==> src/rtl/keypad_scan_datapath.sv <==
// ---------------------------------------------------------------------------
// keypad_scan_datapath
//
// Datapath for a 4x4 matrix keypad scanner. An external control FSM drives
// the strobes. This block does the following:
//   * rotates a one-hot active-low column drive, holding each column for
//     SCAN_DWELL clocks while scanning is enabled;
//   * synchronizes the raw row lines through two flops;
//   * captures a column/row snapshot on request;
//   * times a debounce interval;
//   * reports whether the press still matches the snapshot;
//   * decodes and publishes the key as a hex code with a one-cycle valid pulse.
//
// Ports:
//   clk                 in   system clock, all state on posedge
//   reset               in   asynchronous reset, active low
//   rows[3:0]           in   raw row lines, asynchronous, active low
//   scan_counter_en     in   advance the column dwell counter
//   WE_synch            in   capture the current column/row snapshot
//   debounce_counter_en in   run the debounce counter (clears when low)
//   check_again         in   control-FSM phase indicator, no effect here
//   WE_send             in   publish the decoded snapshot (edge detected)
//   cols[3:0]           out  column drive, one-hot active low
//   buttonpush          out  some synchronized row is low
//   synch_done          out  WE_synch delayed one clock
//   debounce_done       out  debounce counter at its terminal value
//   post_debounce       out  press unchanged and snapshot holds a single key
//   key_code[3:0]       out  last published key
//   key_valid           out  one-cycle pulse with each new key_code
// ---------------------------------------------------------------------------
module keypad_scan_datapath #(
    parameter int SCAN_DWELL      = 1000,
    parameter int DEBOUNCE_CYCLES = 100000
) (
    input  logic       clk,
    input  logic       reset,
    input  logic [3:0] rows,
    input  logic       scan_counter_en,
    input  logic       WE_synch,
    input  logic       debounce_counter_en,
    input  logic       check_again,
    input  logic       WE_send,
    output logic [3:0] cols,
    output logic       buttonpush,
    output logic       synch_done,
    output logic       debounce_done,
    output logic       post_debounce,
    output logic [3:0] key_code,
    output logic       key_valid
);

    localparam int DWELL_W = $clog2(SCAN_DWELL);
    localparam int DEB_W   = $clog2(DEBOUNCE_CYCLES);

    localparam logic [DWELL_W-1:0] DWELL_LAST = DWELL_W'(SCAN_DWELL - 1);
    localparam logic [DWELL_W-1:0] DWELL_ONE  = DWELL_W'(1);
    localparam logic [DWELL_W-1:0] DWELL_ZERO = {DWELL_W{1'b0}};
    localparam logic [DEB_W-1:0]   DEB_LAST   = DEB_W'(DEBOUNCE_CYCLES - 1);
    localparam logic [DEB_W-1:0]   DEB_ONE    = DEB_W'(1);
    localparam logic [DEB_W-1:0]   DEB_ZERO   = {DEB_W{1'b0}};

    localparam logic [3:0] ROWS_IDLE = 4'b1111;
    localparam logic [3:0] COL_FIRST = 4'b1110;

    // -----------------------------------------------------------------------
    // Helper functions
    // -----------------------------------------------------------------------

    // True when exactly one bit of an active-low 4-bit group is asserted.
    function automatic logic single_low(input logic [3:0] v);
        logic r;
        case (v)
            4'b1110: r = 1'b1;
            4'b1101: r = 1'b1;
            4'b1011: r = 1'b1;
            4'b0111: r = 1'b1;
            default: r = 1'b0;
        endcase
        return r;
    endfunction

    // Position of the single low bit. Only meaningful when single_low() holds.
    function automatic logic [1:0] low_pos(input logic [3:0] v);
        logic [1:0] p;
        case (v)
            4'b1110: p = 2'd0;
            4'b1101: p = 2'd1;
            4'b1011: p = 2'd2;
            4'b0111: p = 2'd3;
            default: p = 2'd0;
        endcase
        return p;
    endfunction

    // Keypad legend: row index selects the line, column index the key.
    // The bottom row carries '*' (E), 0, '#' (F) and D.
    function automatic logic [3:0] key_lookup(input logic [1:0] r, input logic [1:0] c);
        logic [3:0] k;
        case ({r, c})
            4'b00_00: k = 4'h1;
            4'b00_01: k = 4'h2;
            4'b00_10: k = 4'h3;
            4'b00_11: k = 4'hA;
            4'b01_00: k = 4'h4;
            4'b01_01: k = 4'h5;
            4'b01_10: k = 4'h6;
            4'b01_11: k = 4'hB;
            4'b10_00: k = 4'h7;
            4'b10_01: k = 4'h8;
            4'b10_10: k = 4'h9;
            4'b10_11: k = 4'hC;
            4'b11_00: k = 4'hE;
            4'b11_01: k = 4'h0;
            4'b11_10: k = 4'hF;
            4'b11_11: k = 4'hD;
            default:  k = 4'h0;
        endcase
        return k;
    endfunction

    // -----------------------------------------------------------------------
    // State
    // -----------------------------------------------------------------------
    logic [3:0]         sync1_q;
    logic [3:0]         sync2_q;
    logic [DWELL_W-1:0] dwell_q,    dwell_d;
    logic [3:0]         cols_q,     cols_d;
    logic [3:0]         snap_row_q, snap_row_d;
    logic [3:0]         snap_col_q, snap_col_d;
    logic               synch_done_q;
    logic [DEB_W-1:0]   deb_q,      deb_d;
    logic               send_prev_q;
    logic [3:0]         key_code_q, key_code_d;
    logic               key_valid_q, key_valid_d;

    logic [3:0] row_sync_s;
    logic       snap_valid_s;
    logic       send_rise_s;
    logic       unused_check_again_s;

    // check_again only marks a control-FSM phase. The datapath behaves the
    // same in that phase, so the input is accepted and left unused.
    assign unused_check_again_s = check_again;

    assign row_sync_s   = sync2_q;
    assign snap_valid_s = single_low(snap_row_q) & single_low(snap_col_q);
    assign send_rise_s  = WE_send & ~send_prev_q;

    // Two-flop synchronizer for the asynchronous row lines.
    always_ff @(posedge clk or negedge reset) begin
        if (!reset) begin
            sync1_q <= ROWS_IDLE;
            sync2_q <= ROWS_IDLE;
        end else begin
            sync1_q <= rows;
            sync2_q <= sync1_q;
        end
    end

    // Column scan: count the dwell, then rotate the active-low column on wrap.
    always_comb begin
        dwell_d = dwell_q;
        cols_d  = cols_q;
        if (scan_counter_en) begin
            if (dwell_q == DWELL_LAST) begin
                dwell_d = DWELL_ZERO;
                cols_d  = {cols_q[2:0], cols_q[3]};
            end else begin
                dwell_d = dwell_q + DWELL_ONE;
                cols_d  = cols_q;
            end
        end else begin
            dwell_d = dwell_q;
            cols_d  = cols_q;
        end
    end

    // Snapshot capture of the driven column and synchronized rows.
    always_comb begin
        snap_row_d = snap_row_q;
        snap_col_d = snap_col_q;
        if (WE_synch) begin
            snap_row_d = row_sync_s;
            snap_col_d = cols_q;
        end else begin
            snap_row_d = snap_row_q;
            snap_col_d = snap_col_q;
        end
    end

    // Debounce timer: saturates at its terminal count and clears when disabled.
    always_comb begin
        deb_d = deb_q;
        if (debounce_counter_en) begin
            if (deb_q == DEB_LAST) begin
                deb_d = deb_q;
            end else begin
                deb_d = deb_q + DEB_ONE;
            end
        end else begin
            deb_d = DEB_ZERO;
        end
    end

    // Publish on the rising edge of WE_send, so a held strobe yields one
    // pulse. A snapshot with no key or several keys is silently dropped.
    always_comb begin
        key_code_d  = key_code_q;
        key_valid_d = 1'b0;
        if (send_rise_s && snap_valid_s) begin
            key_code_d  = key_lookup(low_pos(snap_row_q), low_pos(snap_col_q));
            key_valid_d = 1'b1;
        end else begin
            key_code_d  = key_code_q;
            key_valid_d = 1'b0;
        end
    end

    // Sequential state for scan, snapshot, debounce and key publication.
    always_ff @(posedge clk or negedge reset) begin
        if (!reset) begin
            dwell_q      <= DWELL_ZERO;
            cols_q       <= COL_FIRST;
            snap_row_q   <= ROWS_IDLE;
            snap_col_q   <= COL_FIRST;
            synch_done_q <= 1'b0;
            deb_q        <= DEB_ZERO;
            send_prev_q  <= 1'b0;
            key_code_q   <= 4'h0;
            key_valid_q  <= 1'b0;
        end else begin
            dwell_q      <= dwell_d;
            cols_q       <= cols_d;
            snap_row_q   <= snap_row_d;
            snap_col_q   <= snap_col_d;
            synch_done_q <= WE_synch;
            deb_q        <= deb_d;
            send_prev_q  <= WE_send;
            key_code_q   <= key_code_d;
            key_valid_q  <= key_valid_d;
        end
    end

    // -----------------------------------------------------------------------
    // Outputs
    // -----------------------------------------------------------------------
    assign cols          = cols_q;
    assign buttonpush    = (row_sync_s != ROWS_IDLE);
    assign synch_done    = synch_done_q;
    assign debounce_done = (deb_q == DEB_LAST);
    // The press must be unchanged on both axes, and the snapshot must hold a
    // single key. A multi-key snapshot always fails and is rejected.
    assign post_debounce = (row_sync_s == snap_row_q) && (cols_q == snap_col_q) && snap_valid_s;
    assign key_code      = key_code_q;
    assign key_valid     = key_valid_q;

endmodule

==> config.mk <==
export PLATFORM = sky130hd
export DESIGN_NAME = keypad_scan_datapath
export DESIGN_NICKNAME = d
export VERILOG_FILES = /design/src/rtl/keypad_scan_datapath.sv
export SDC_FILE = /design/constraint.sdc
export NUM_CORES = 1
export LEC_CHECK = 0
export BUFFER_PORTS_ARGS = -buffer_cell sky130_fd_sc_hd__buf_2
export CAP_MARGIN = 20
export CORE_AREA = 4 4 76 78
export DETAILED_ROUTE_END_ITERATION = 6
export DIE_AREA = 0 0 80 82
export GPL_ROUTABILITY_DRIVEN = 0
export GPL_TIMING_DRIVEN = 1
export PLACE_DENSITY = 0.74
export SKIP_CTS_REPAIR_TIMING = 1
export SYNTH_ARGS = -nofsm -noshare
export SYNTH_HDL_FRONTEND = slang
export SYNTH_SLANG_ARGS = --single-unit
==> constraint.sdc <==
create_clock -name clk -period 6.9 [get_ports clk]
set_clock_uncertainty 0.15 [all_clocks]
set_input_delay 0.69 -clock clk [delete_from_list [all_inputs] [get_ports clk]]
set_output_delay 0.69 -clock clk [all_outputs]
set_load 0.01 [all_outputs]
Yosys cells after proc, flatten, opt, wreduce, memory -nomap -nowiden:

Memory sizes are Yosys's and may differ from the RTL's. A register that Yosys moved wholly into a read port is not among the register bits.
Cells that the tools add are included.

* add/subtract/negate cells: 2
* multipliers: 0
* divide/modulo/power cells: 0
* magnitude comparators: 0
* eq/ne operators: 14
* shift operators: 0
* multiplexer cells: 10
* bitwise gates (word level): 3
* reduce and logical (&&, ||, !) cells: 7

Operator list (number)
* $mux W17: 2
* $eq A4 B4 Y1 const B: 6
* $add A17 B1 Y17 const B: 1
* $eq A17 B17 Y1 const B: 1
* $pmux W2 S3: 2
* $add A10 B1 Y10 const B: 1
* $eq A10 B10 Y1 const B: 1
* $mux W10: 1
* $eq A4 B3 Y1 const B: 2
* $eq A4 B4 Y1: 2
* $reduce_or A4 Y1: 2
* $mux W2: 2
* $ne A4 B4 Y1 const B: 1
* $logic_and A1 B1 Y1: 3
* $mux W1: 3
* $and A1 B1 Y1: 2
* $ne A2 B2 Y1 const B: 1
* $reduce_and A2 Y1: 1
* $logic_not A1 Y1: 1
* $not A1 Y1: 1

* register bits: 50
* latch bits: 0
* RAM bits: 0
* memory bits (read-only): 64
* bits of input ports: 11
* output and inout bits: 13
* logic and storage cells: 47
* memories: 1

Memory list
* (no name shown): depth 16, bits a word 4, rd ports 1, clocked after Yosys merged registers in 1, write ports 0, RTL line 99 `case ({r, c})`

Logic depth before layout (Yosys ltp):

Gate-level depths: netlist (run 1).

* word-level depth: 6
* gate-level depth with buffers: 9

Worst setup path before layout (run 1):

OpenSTA, ideal clock, no wires.

* path kind: flip-flop to output port
* start: reg snap_col_q[3]
* end: out post_debounce
* data arrival time: 1461 ps
* path slack: 4599 ps
* stages on the path, launching flop included: 7
* buffers on the path: 1
* cell sequence: dfstp_2 -> buf_4 -> xor2_1 -> nand3_1 -> inv_2 -> o22ai_2 -> nor3_1

* cells in the longest elaborated chain, start to end: 5
* elaborated cells between the ends (all ways): 10

Ends and longest elaborated chain
* from (decl): RTL line 129 `logic [3:0] snap_col_q, snap_col_d;`
* from (signal assigned): RTL line 235 `snap_col_q <= snap_col_d;`
* $eq A4 B3 Y1 or $eq A4 B4 Y1 (tied branches): RTL line 72 `case (v)`
* $reduce_or A4 Y1 (no line)
* $mux W1: RTL line 72
* $and A1 B1 Y1: RTL line 146 `assign snap_valid_s = single_low(snap_row_q) & single_low(snap_col_q);`
* $logic_and A1 B1 Y1 *: RTL line 253 `assign post_debounce = (row_sync_s == snap_row_q) && (cols_q == snap_col_q) && snap_valid_s;`
* to (decl): RTL line 47 `output logic post_debounce,`

Mark *: on every way between the ends. The rest lies on a longest branch, timed or not.

Final worst setup path (run 1):

* start: reg deb_q[11]
* end: out debounce_done

* cells in the longest elaborated chain, start to end: 1

Ends and longest elaborated chain
* from (decl): RTL line 131 `logic [DEB_W-1:0] deb_q, deb_d;`
* from (signal assigned): RTL line 227 `deb_q <= DEB_ZERO;`
* from (signal assigned): RTL line 237 `deb_q <= deb_d;`
* $eq A17 B17 Y1: RTL line 250 `assign debounce_done = (deb_q == DEB_LAST);`
* to (decl): RTL line 46 `output logic debounce_done,`

Every way passes these cells.

==> flow_summary.html, run 1 <==
<table>
<tr><th>Metric</th><th>Value</th></tr>
<tr><th colspan="2">Cells and area</th></tr>
<tr><td>Layout net count</td><td>271</td></tr>
<tr><td>Final cell utilization of the core</td><td>0.584</td></tr>
<tr><td>Antenna Diode Count</td><td>0</td></tr>
<tr><td>Multi-input logic area</td><td>1250 sq um</td></tr>
<tr><td>Final instance count without filler cells</td><td>324</td></tr>
<tr><td>Layout overhead on the synthesized area</td><td>8.98%</td></tr>
<tr><td>Filler cells</td><td>439</td></tr>
<tr><td>Seq. cell area</td><td>1370 sq um</td></tr>
<tr><td>Fraction of final layout cells with drive strength greater than 1</td><td>0.291</td></tr>
<tr><th colspan="2">Detailed routing</th></tr>
<tr><td>Vias per Instance</td><td>5.37</td></tr>
<tr><td>Count of unresolved DRC violations after routing</td><td>0</td></tr>
<tr><td>Router iterations before antenna repair</td><td>4</td></tr>
<tr><td>Antenna Violating Nets Remaining</td><td>0</td></tr>
<tr><td>Total via count after detailed routing</td><td>1740</td></tr>
<tr><td>Total length of routed wires</td><td>4500 microns</td></tr>
<tr><td>Average routed wire per standard cell</td><td>13.9 microns</td></tr>
<tr><td>Initial DRC count</td><td>86</td></tr>
<tr><th colspan="2">Place</th></tr>
<tr><td>Placed Cells</td><td>316</td></tr>
<tr><td>Hpwl dp</td><td>3030 microns</td></tr>
<tr><td>Count of port buffers added during placement</td><td>22</td></tr>
<tr><th colspan="2">STA</th></tr>
<tr><td>Fin crit period</td><td>2800 ps</td></tr>
<tr><td>Headroom to the max-slew limit</td><td>0.576</td></tr>
<tr><td>Fin. max-slew vios</td><td>0</td></tr>
<tr><td>RSZ-0062 raised after global routing</td><td>false</td></tr>
<tr><td>Slew of the pin with the lowest slew margin</td><td>631 ps</td></tr>
<tr><td>Final period util</td><td>0.406</td></tr>
<tr><td>Peak Freq</td><td>0.357 GHz</td></tr>
<tr><td>Post-route setup TNS</td><td>0 ps</td></tr>
<tr><td>Total count of hold-check failures in the final report</td><td>0</td></tr>
<tr><td>Setup violators final</td><td>0</td></tr>
<tr><th colspan="2">Yosys</th></tr>
<tr><td>Number of cells produced by synthesis</td><td>231</td></tr>
<tr><td>Cell types with the largest area share after synthesis</td><td>dfrtp_1, dfstp_2, mux2_2</td></tr>
<tr><td>Post-synth EDFFs</td><td>0</td></tr>
<tr><td>Register area share after synthesis</td><td>0.506</td></tr>
<tr><td>Mean instance size in the synthesized netlist</td><td>11.8 sq um</td></tr>
<tr><td>Total nets after synthesis</td><td>249</td></tr>
<tr><td>Leading register cell type out of synthesis</td><td>dfrtp_1</td></tr>
<tr><td>Synthesized cell area</td><td>2720 sq um</td></tr>
<tr><td>Number of synthesized register bits</td><td>54</td></tr>
<tr><td>Async set-reset flop share out of synthesis</td><td>1.00</td></tr>
<tr><td>Yosys warning total</td><td>0</td></tr>
<tr><td>Number of distinct library cell variants in the gate-level netlist after synthesis</td><td>42</td></tr>
<tr><td>Cell taking the most area after synthesis</td><td>dfrtp_1</td></tr>
<tr><td>Area share of the largest cell type after synthesis</td><td>0.331</td></tr>
<tr><th colspan="2">Critical path</th></tr>
<tr><td>Total number of cells along the worst setup path</td><td>3</td></tr>
<tr><td>Path type of the worst setup path</td><td>flip-flop to output pin</td></tr>
<tr><td>Worst Setup SP</td><td>deb_q[11]$_DFFE_PN0P_</td></tr>
<tr><td>Depth of the most critical reg-to-reg path</td><td>6</td></tr>
<tr><td>Maximum cell stage delay along the critical path</td><td>590 ps</td></tr>
<tr><td>Worst path bufs/invs</td><td>1</td></tr>
<tr><td>Cell chain of the critical path</td><td>or4b_1 -&gt; nor4_4 -&gt; buf_2</td></tr>
<tr><td>Endpoint arrival time on the critical path</td><td>1960 ps</td></tr>
<tr><td>Worst reg2reg setup slack</td><td>4550 ps</td></tr>
<tr><td>Critical Path RT</td><td>6060 ps</td></tr>
<tr><td>Reg-to-reg critical path endpoint</td><td>key_code[0]$_DFFE_PN0P_</td></tr>
<tr><td>Type of element launching the critical path</td><td>flip-flop</td></tr>
<tr><td>Highest fanout seen on the critical path</td><td>8</td></tr>
<tr><td>CP max-delay cell</td><td>or4b_1</td></tr>
<tr><td>Beginning of the worst register-to-register path</td><td>snap_col_q[3]$_DFFE_PN1P_</td></tr>
<tr><td>Critical path's top delay family</td><td>simple AND/OR/NAND/NOR gates</td></tr>
<tr><td>Type of element capturing the critical path</td><td>output pin</td></tr>
<tr><th colspan="2">Hold path</th></tr>
<tr><td>Hold Path Sink</td><td>row_sync_s[2]$_DFF_PN1_</td></tr>
<tr><td>Startpoint of the tightest hold check path</td><td>sync1_q[2]$_DFF_PN1_</td></tr>
<tr><td>Class of the worst hold path</td><td>flip-flop to flip-flop</td></tr>
<tr><td>Cell depth of the worst hold path</td><td>0</td></tr>
<tr><th colspan="2">GRT</th></tr>
<tr><td>Wire length of the first global-routing pass</td><td>8110 microns</td></tr>
<tr><td>Via count of the first global-routing pass</td><td>1783</td></tr>
<tr><td>Overflow after GRT</td><td>0</td></tr>
<tr><td>GR Util All Layers</td><td>0.158</td></tr>
<tr><td>Number of antenna violations at the first check in global routing</td><td>0</td></tr>
<tr><td>Largest net degree at the start of global routing</td><td>55</td></tr>
<tr><th colspan="2">Pwr</th></tr>
<tr><td>Maximum ir drop on the vdd rail</td><td>176 uV</td></tr>
<tr><td>Leakage power figure</td><td>1.37 nW</td></tr>
<tr><td>Power density of the placed cells</td><td>208 nW/um^2</td></tr>
<tr><td>Post-route total power</td><td>0.616 mW</td></tr>
<tr><th colspan="2">Floorplan</th></tr>
<tr><td>Initial Utilization</td><td>0.536</td></tr>
<tr><td>I/O pin count</td><td>24</td></tr>
<tr><td>Standard-cell rows</td><td>26</td></tr>
<tr><td>Die area</td><td>6560 sq um</td></tr>
<tr><td>Height of the die</td><td>82 microns</td></tr>
<tr><td>Die extent in x</td><td>80 microns</td></tr>
<tr><td>Floorplan core area</td><td>5070 sq um</td></tr>
<tr><th colspan="2">Run status</th></tr>
<tr><td>Result of the run</td><td>completed</td></tr>
<tr><th colspan="2">Clock tree</th></tr>
<tr><td>TritonCTS clock tree</td><td>yes</td></tr>
<tr><td>Source-to-sink clock delay at the later pin of the worst-skew pair</td><td>310 ps</td></tr>
<tr><td>Num CTS Buffers</td><td>5</td></tr>
<tr><td>Deepest level of the CTS H-tree</td><td>2</td></tr>
<tr><td>Clk Tree Root Cell</td><td>clkbuf_8</td></tr>
<tr><td>Clock transition at the registers of the reported paths</td><td>100 ps</td></tr>
<tr><td>Number of sinks handled by clock tree synthesis</td><td>54</td></tr>
<tr><td>Worst-case clock buffer depth</td><td>2</td></tr>
<tr><th colspan="2">Run</th></tr>
<tr><td>Max_cap viols</td><td>0</td></tr>
</table>
-- per-layer routing --
layer	vias to the layer above	track usage	wire [microns]
li1	851	-	-
met1	857	0.200	2160
met2	25	0.263	2120
met3	7	0.0384	150
met4	0	0.0557	74
met5	-	0	0
-- cells in the final DEF, fill, tap and decap left out, types with 2 or more instances in the layout --
cell type,n
mux2_4,4
mux2i_1,5
nor2_1,4
a21boi_0,2
xnor2_1,16
buf_2,22
and3_1,3
nand3_1,10
clkinv_4,2
xor2_1,11
and2_1,10
nor4_4,2
inv_1,7
clkbuf_8,6
or3_1,4
a21oi_1,6
nor2b_1,3
dfrtp_1,36
nand4bb_1,2
nor4_1,4
nand4_1,9
o21ai_0,8
mux2_2,15
nand4b_1,4
nor3_1,5
ha_1,7
nand3b_1,2
nand2b_1,2
dfstp_2,18
a21o_1,2
nand2_1,12
-- where the power goes --
group          total (mW)  internal (mW)  switching, mW
Clock               0.189         0.0828          0.106
Sequential          0.364          0.340         0.0241
Combinational      0.0626         0.0317         0.0309
-- cell type report --
class	count	area share
clock inverters	2	0.00591
multi-input cells	161	0.423
repair buffers	23	0.0397
inverters	8	0.0101
clock buffers	6	0.0279
flip-flops and latches	54	0.464
well taps	70	0.0296
-- through the flow --
step                      instance area, sq um  worst slack (ps)  hold slack, ps
after floorplan                           2720              4600             195
after global placement                    2860              4490             197
after global routing                      2960              3960             215
after detailed placement                  2860              4480             197
final                                     2960              4100             212
after CTS                                 2960              4090             212
-- synthesized netlist by cell type (all sizes together) (5+ instances only) --
| cell | n |
|---|---|
| buf | 6 |
| nand2 | 12 |
| nand3 | 10 |
| dfrtp | 36 |
| nor3 | 5 |
| nor4 | 6 |
| a21oi | 6 |
| and2 | 10 |
| xnor2 | 16 |
| inv | 8 |
| xor2 | 11 |
| mux2i | 5 |
| nand4 | 9 |
| ha | 7 |
| o21ai | 8 |
| mux2 | 19 |
| dfstp | 18 |
-- cells by family after synthesis --
| logic type | synth area share |
|---|---|
| and+or+nand+nor | 0.194 |
| AOI/OAI and AO/OA | 0.0447 |
| DFF | 0.506 |
| buffers and inverters | 0.0336 |
| xor gates and xnor gates | 0.0870 |
| adders and majority gates | 0.0322 |
| muxes | 0.103 |
-- flip-flops by register name (all words and copies together) (netlist names) --
name         cells
snap_row_q       4
sync1_q          4
dwell_q         10
row_sync_s       4
send_prev_q      1
synch_done       1
key_code         4
key_valid        1
snap_col_q       4
deb_q           17
cols             4
-- worst max path at each step --
stage / end / slack [ps]
2_1_floorplan: post_debounce / 4600
3_3_place_gp: post_debounce / 4490
3_5_place_dp: post_debounce / 4480
4_1_cts: debounce_done / 4090
5_1_grt: debounce_done / 3960
6_report: debounce_done / 4100
No activity file was read; power rests on OpenSTA's default activity.
==> run 2, diff against run 1 <==
- clock period: 6.9 -> 2.8 ns (I/O delays scaled with it)
==> run 2 against run 1 <==
Setup slack got worse by 3700 ps. First-iteration DRC count decreased by 40%. Sequential power increased by 150%. Combinational power increased to 2.6 times the previous value. Sequential cell count unchanged. Sequential share of layout area decreased by 1.4 points. Hold slack got worse by 160 ps. Critical path type unchanged. Utilization increased by 1.8 points. Cell count increased by 2.5%. Non-clock buffer count increased by 8. Total power increased by 150%. Register-to-register slack got worse by 4100 ps.
==> flow_summary.html, run 2 (same netlist as run 1, synthesis figures left out) <==
<table>
<tr><th>Metric</th><th>Value</th></tr>
<tr><th colspan="2">Run status</th></tr>
<tr><td>Result of the run</td><td>completed (unchanged)</td></tr>
<tr><th colspan="2">Cells and area</th></tr>
<tr><td>Layout net count</td><td>279 (was 271)</td></tr>
<tr><td>Largest register FFs</td><td>17 (unchanged)</td></tr>
<tr><td>Layout overhead on the synthesized area</td><td>12.4% (was 8.98%)</td></tr>
<tr><td>Final cell utilization of the core</td><td>0.602 (was 0.584)</td></tr>
<tr><td>Largest registers</td><td>deb_q: 17 flops, dwell_q: 10 flops (unchanged)</td></tr>
<tr><td>Most used cells in the layout excluding fill and tap cells</td><td>dfrtp_1, buf_2, dfstp_2 (unchanged)</td></tr>
<tr><td>Antenna Diode Count</td><td>0 (unchanged)</td></tr>
<tr><td>Leading cell type in the layout, fill and taps excluded</td><td>dfrtp_1 (unchanged)</td></tr>
<tr><td>Register with the most flip-flops</td><td>deb_q (unchanged)</td></tr>
<tr><td>Fraction of final layout cells with drive strength greater than 1</td><td>0.286 (was 0.291)</td></tr>
<tr><td>Area of all placed cells without fillers</td><td>3060 sq um (was 2960 sq um)</td></tr>
<tr><th colspan="2">Critical path</th></tr>
<tr><td>Endpoint arrival time on the critical path</td><td>1920 ps (was 1960 ps)</td></tr>
<tr><td>Path type of the worst setup path</td><td>flip-flop to output pin (unchanged)</td></tr>
<tr><td>CP max-delay cell</td><td>or4b_1 (unchanged)</td></tr>
<tr><td>Reg-to-reg critical path endpoint</td><td>key_code[2]$_DFFE_PN0P_ (was key_code[0]$_DFFE_PN0P_)</td></tr>
<tr><td>Beginning of the worst register-to-register path</td><td>snap_col_q[3]$_DFFE_PN1P_ (unchanged)</td></tr>
<tr><td>Depth of the most critical reg-to-reg path</td><td>6 (unchanged)</td></tr>
<tr><td>Worst reg2reg setup slack</td><td>460 ps (was 4550 ps)</td></tr>
<tr><td>Type of element capturing the critical path</td><td>output pin (unchanged)</td></tr>
<tr><td>Cell chain of the critical path</td><td>or4b_1 -&gt; nor4_4 -&gt; buf_2 (unchanged)</td></tr>
<tr><td>Critical Path RT</td><td>2370 ps (was 6060 ps)</td></tr>
<tr><td>Type of element launching the critical path</td><td>flip-flop (unchanged)</td></tr>
<tr><td>Maximum cell stage delay along the critical path</td><td>580 ps (was 590 ps)</td></tr>
<tr><td>Highest fanout seen on the critical path</td><td>8 (unchanged)</td></tr>
<tr><th colspan="2">GRT</th></tr>
<tr><td>Largest net degree at the start of global routing</td><td>47 (was 55)</td></tr>
<tr><td>Via count of the first global-routing pass</td><td>1742 (was 1783)</td></tr>
<tr><td>GR Util All Layers</td><td>0.153 (was 0.158)</td></tr>
<tr><td>Number of antenna violations at the first check in global routing</td><td>0 (unchanged)</td></tr>
<tr><td>Overflow after GRT</td><td>0 (unchanged)</td></tr>
<tr><td>Wire length of the first global-routing pass</td><td>7890 microns (was 8110 microns)</td></tr>
<tr><th colspan="2">Place</th></tr>
<tr><td>Area after DPL</td><td>2870 sq um (was 2860 sq um)</td></tr>
<tr><td>Pre-CTS setup slack</td><td>462 ps (was 4480 ps)</td></tr>
<tr><td>Count of port buffers added during placement</td><td>22 (unchanged)</td></tr>
<tr><td>Hpwl dp</td><td>3150 microns (was 3030 microns)</td></tr>
<tr><th colspan="2">STA</th></tr>
<tr><td>Final period util</td><td>0.841</td></tr>
<tr><td>RSZ-0062 raised after global routing</td><td>false (unchanged)</td></tr>
<tr><td>Post-route setup TNS</td><td>0 ps (unchanged)</td></tr>
<tr><td>Fin. max-slew vios</td><td>0 (unchanged)</td></tr>
<tr><td>Headroom to the max-slew limit</td><td>0.609 (was 0.576)</td></tr>
<tr><td>Setup violators final</td><td>0 (unchanged)</td></tr>
<tr><td>Total count of hold-check failures in the final report</td><td>0 (unchanged)</td></tr>
<tr><td>Peak Freq</td><td>0.425 GHz</td></tr>
<tr><td>Slew of the pin with the lowest slew margin</td><td>582 ps (was 631 ps)</td></tr>
<tr><td>Fin crit period</td><td>2350 ps</td></tr>
<tr><td>Least setup slack across all paths after layout</td><td>445 ps (was 4100 ps)</td></tr>
<tr><th colspan="2">Detailed routing</th></tr>
<tr><td>Count of unresolved DRC violations after routing</td><td>0 (unchanged)</td></tr>
<tr><td>Router iterations before antenna repair</td><td>4 (unchanged)</td></tr>
<tr><td>Total length of routed wires</td><td>4500 microns (unchanged)</td></tr>
<tr><td>Average routed wire per standard cell</td><td>13.5 microns (was 13.9 microns)</td></tr>
<tr><td>Total via count after detailed routing</td><td>1759 (was 1740)</td></tr>
<tr><td>Antenna Violating Nets Remaining</td><td>0 (unchanged)</td></tr>
<tr><td>Initial DRC count</td><td>52 (was 86)</td></tr>
<tr><td>Vias per Instance</td><td>5.30 (was 5.37)</td></tr>
<tr><th colspan="2">Clock tree</th></tr>
<tr><td>Number of sinks handled by clock tree synthesis</td><td>54 (unchanged)</td></tr>
<tr><td>TritonCTS clock tree</td><td>yes (unchanged)</td></tr>
<tr><td>Source-to-sink clock delay at the later pin of the worst-skew pair</td><td>300 ps (was 310 ps)</td></tr>
<tr><td>Worst-case clock buffer depth</td><td>2 (unchanged)</td></tr>
<tr><td>Clock transition at the registers of the reported paths</td><td>90 ps (was 100 ps)</td></tr>
<tr><td>Num CTS Buffers</td><td>5 (unchanged)</td></tr>
<tr><td>Deepest level of the CTS H-tree</td><td>2 (unchanged)</td></tr>
<tr><td>Clk Tree Root Cell</td><td>clkbuf_8 (unchanged)</td></tr>
<tr><th colspan="2">Floorplan</th></tr>
<tr><td>Floorplan core area</td><td>5070 sq um (unchanged)</td></tr>
<tr><td>Height of the die</td><td>82 microns (unchanged)</td></tr>
<tr><td>Die extent in x</td><td>80 microns (unchanged)</td></tr>
<tr><td>Standard-cell rows</td><td>26 (unchanged)</td></tr>
<tr><td>Initial Utilization</td><td>0.536 (unchanged)</td></tr>
<tr><td>I/O pin count</td><td>24 (unchanged)</td></tr>
<tr><td>Die area</td><td>6560 sq um (unchanged)</td></tr>
<tr><th colspan="2">Pwr</th></tr>
<tr><td>Clock share of power</td><td>0.308 (was 0.307)</td></tr>
<tr><td>P_int</td><td>1.16 mW (was 0.455 mW)</td></tr>
<tr><td>Power density of the placed cells</td><td>503 nW/um^2 (was 208 nW/um^2)</td></tr>
<tr><td>Sw Share</td><td>0.247 (was 0.262)</td></tr>
<tr><td>Leakage power figure</td><td>1.41 nW (was 1.37 nW)</td></tr>
<tr><td>Flop pwr share</td><td>0.585 (was 0.591)</td></tr>
<tr><td>Net switching component of the power</td><td>0.380 mW (was 0.161 mW)</td></tr>
<tr><td>Maximum ir drop on the vdd rail</td><td>327 uV (was 176 uV)</td></tr>
<tr><td>Part of the power in combinational logic</td><td>0.107 (was 0.102)</td></tr>
<tr><th colspan="2">Hold path</th></tr>
<tr><td>Class of the worst hold path</td><td>input pin to flip-flop (was flip-flop to flip-flop)</td></tr>
<tr><td>Hold Path Sink</td><td>synch_done$_DFF_PN0_ (was row_sync_s[2]$_DFF_PN1_)</td></tr>
<tr><td>Startpoint of the tightest hold check path</td><td>WE_synch (was sync1_q[2]$_DFF_PN1_)</td></tr>
<tr><td>Cell depth of the worst hold path</td><td>1 (was 0)</td></tr>
<tr><th colspan="2">Run</th></tr>
<tr><td>Max_cap viols</td><td>0 (unchanged)</td></tr>
</table>
-- run 2: metal layers --
layer  wire length (microns)  global-route usage  part of all wire  up-vias
li1                        -                   -                 -      873
met1                    2110               0.190              0.47      857
met3                     121              0.0318             0.027        6
met2                    2210               0.265              0.49       23
met4                      52              0.0507             0.012        0
met5                       0                   0                 0        -
-- run 2: how the worst max path moves through the flow --
stage | from | endpoint | slack (ps) | cells after the start
final | deb_q[11]$_DFFE_PN0P_ | debounce_done | 450 | 3
after global routing | snap_col_q[3]$_DFFE_PN1P_ | key_code[2]$_DFFE_PN0P_ | 310 | 6
after CTS | deb_q[11]$_DFFE_PN0P_ | debounce_done | 430 | 3
after detailed placement | snap_col_q[3]$_DFFE_PN1P_ | key_code[0]$_DFFE_PN0P_ | 460 | 6
after global placement | snap_col_q[3]$_DFFE_PN1P_ | key_code[2]$_DFFE_PN0P_ | 500 | 6
after floorplan | snap_col_q[3]$_DFFE_PN1P_ | key_code[0]$_DFFE_PN0P_ | 580 | 8
-- run 2: power by group through the flow --
stage          clock, mW  combinational, mW  sequential (mW)
2_1_floorplan          0              0.123            0.897
3_3_place_gp           0              0.153            0.910
3_5_place_dp           0              0.158            0.912
4_1_cts            0.494              0.159            0.899
5_1_grt            0.526              0.187            0.910
6_report           0.473              0.165            0.899
-- run 2: critical path: cells and delay by family (launching register included) --
kind | cells | cell delay (ps)
buffers and inverters | 1 | 230
DFF | 1 | 420
and+or+nand+nor | 2 | 970
-- run 2: layout make-up --
type / instances / area [sq um]
clock buffer: 7 / 97.6
clock inverter: 1 / 8.76
sequential: 54 / 1370
fill: 455 / 2020
tap: 70 / 87.6
multi-input combinational: 161 / 1250
timing repair buffer: 31 / 205
inverter: 8 / 30.0
-- run 2: metrics by stage --
step	hold slack [ps]	instances	power (mW)
after floorplan	-166	231	1.02
after global placement	197	317	1.06
after detailed placement	201	317	1.07
after CTS	-97.2	325	1.55
after global routing	41.9	332	1.62
final	57.0	332	1.54
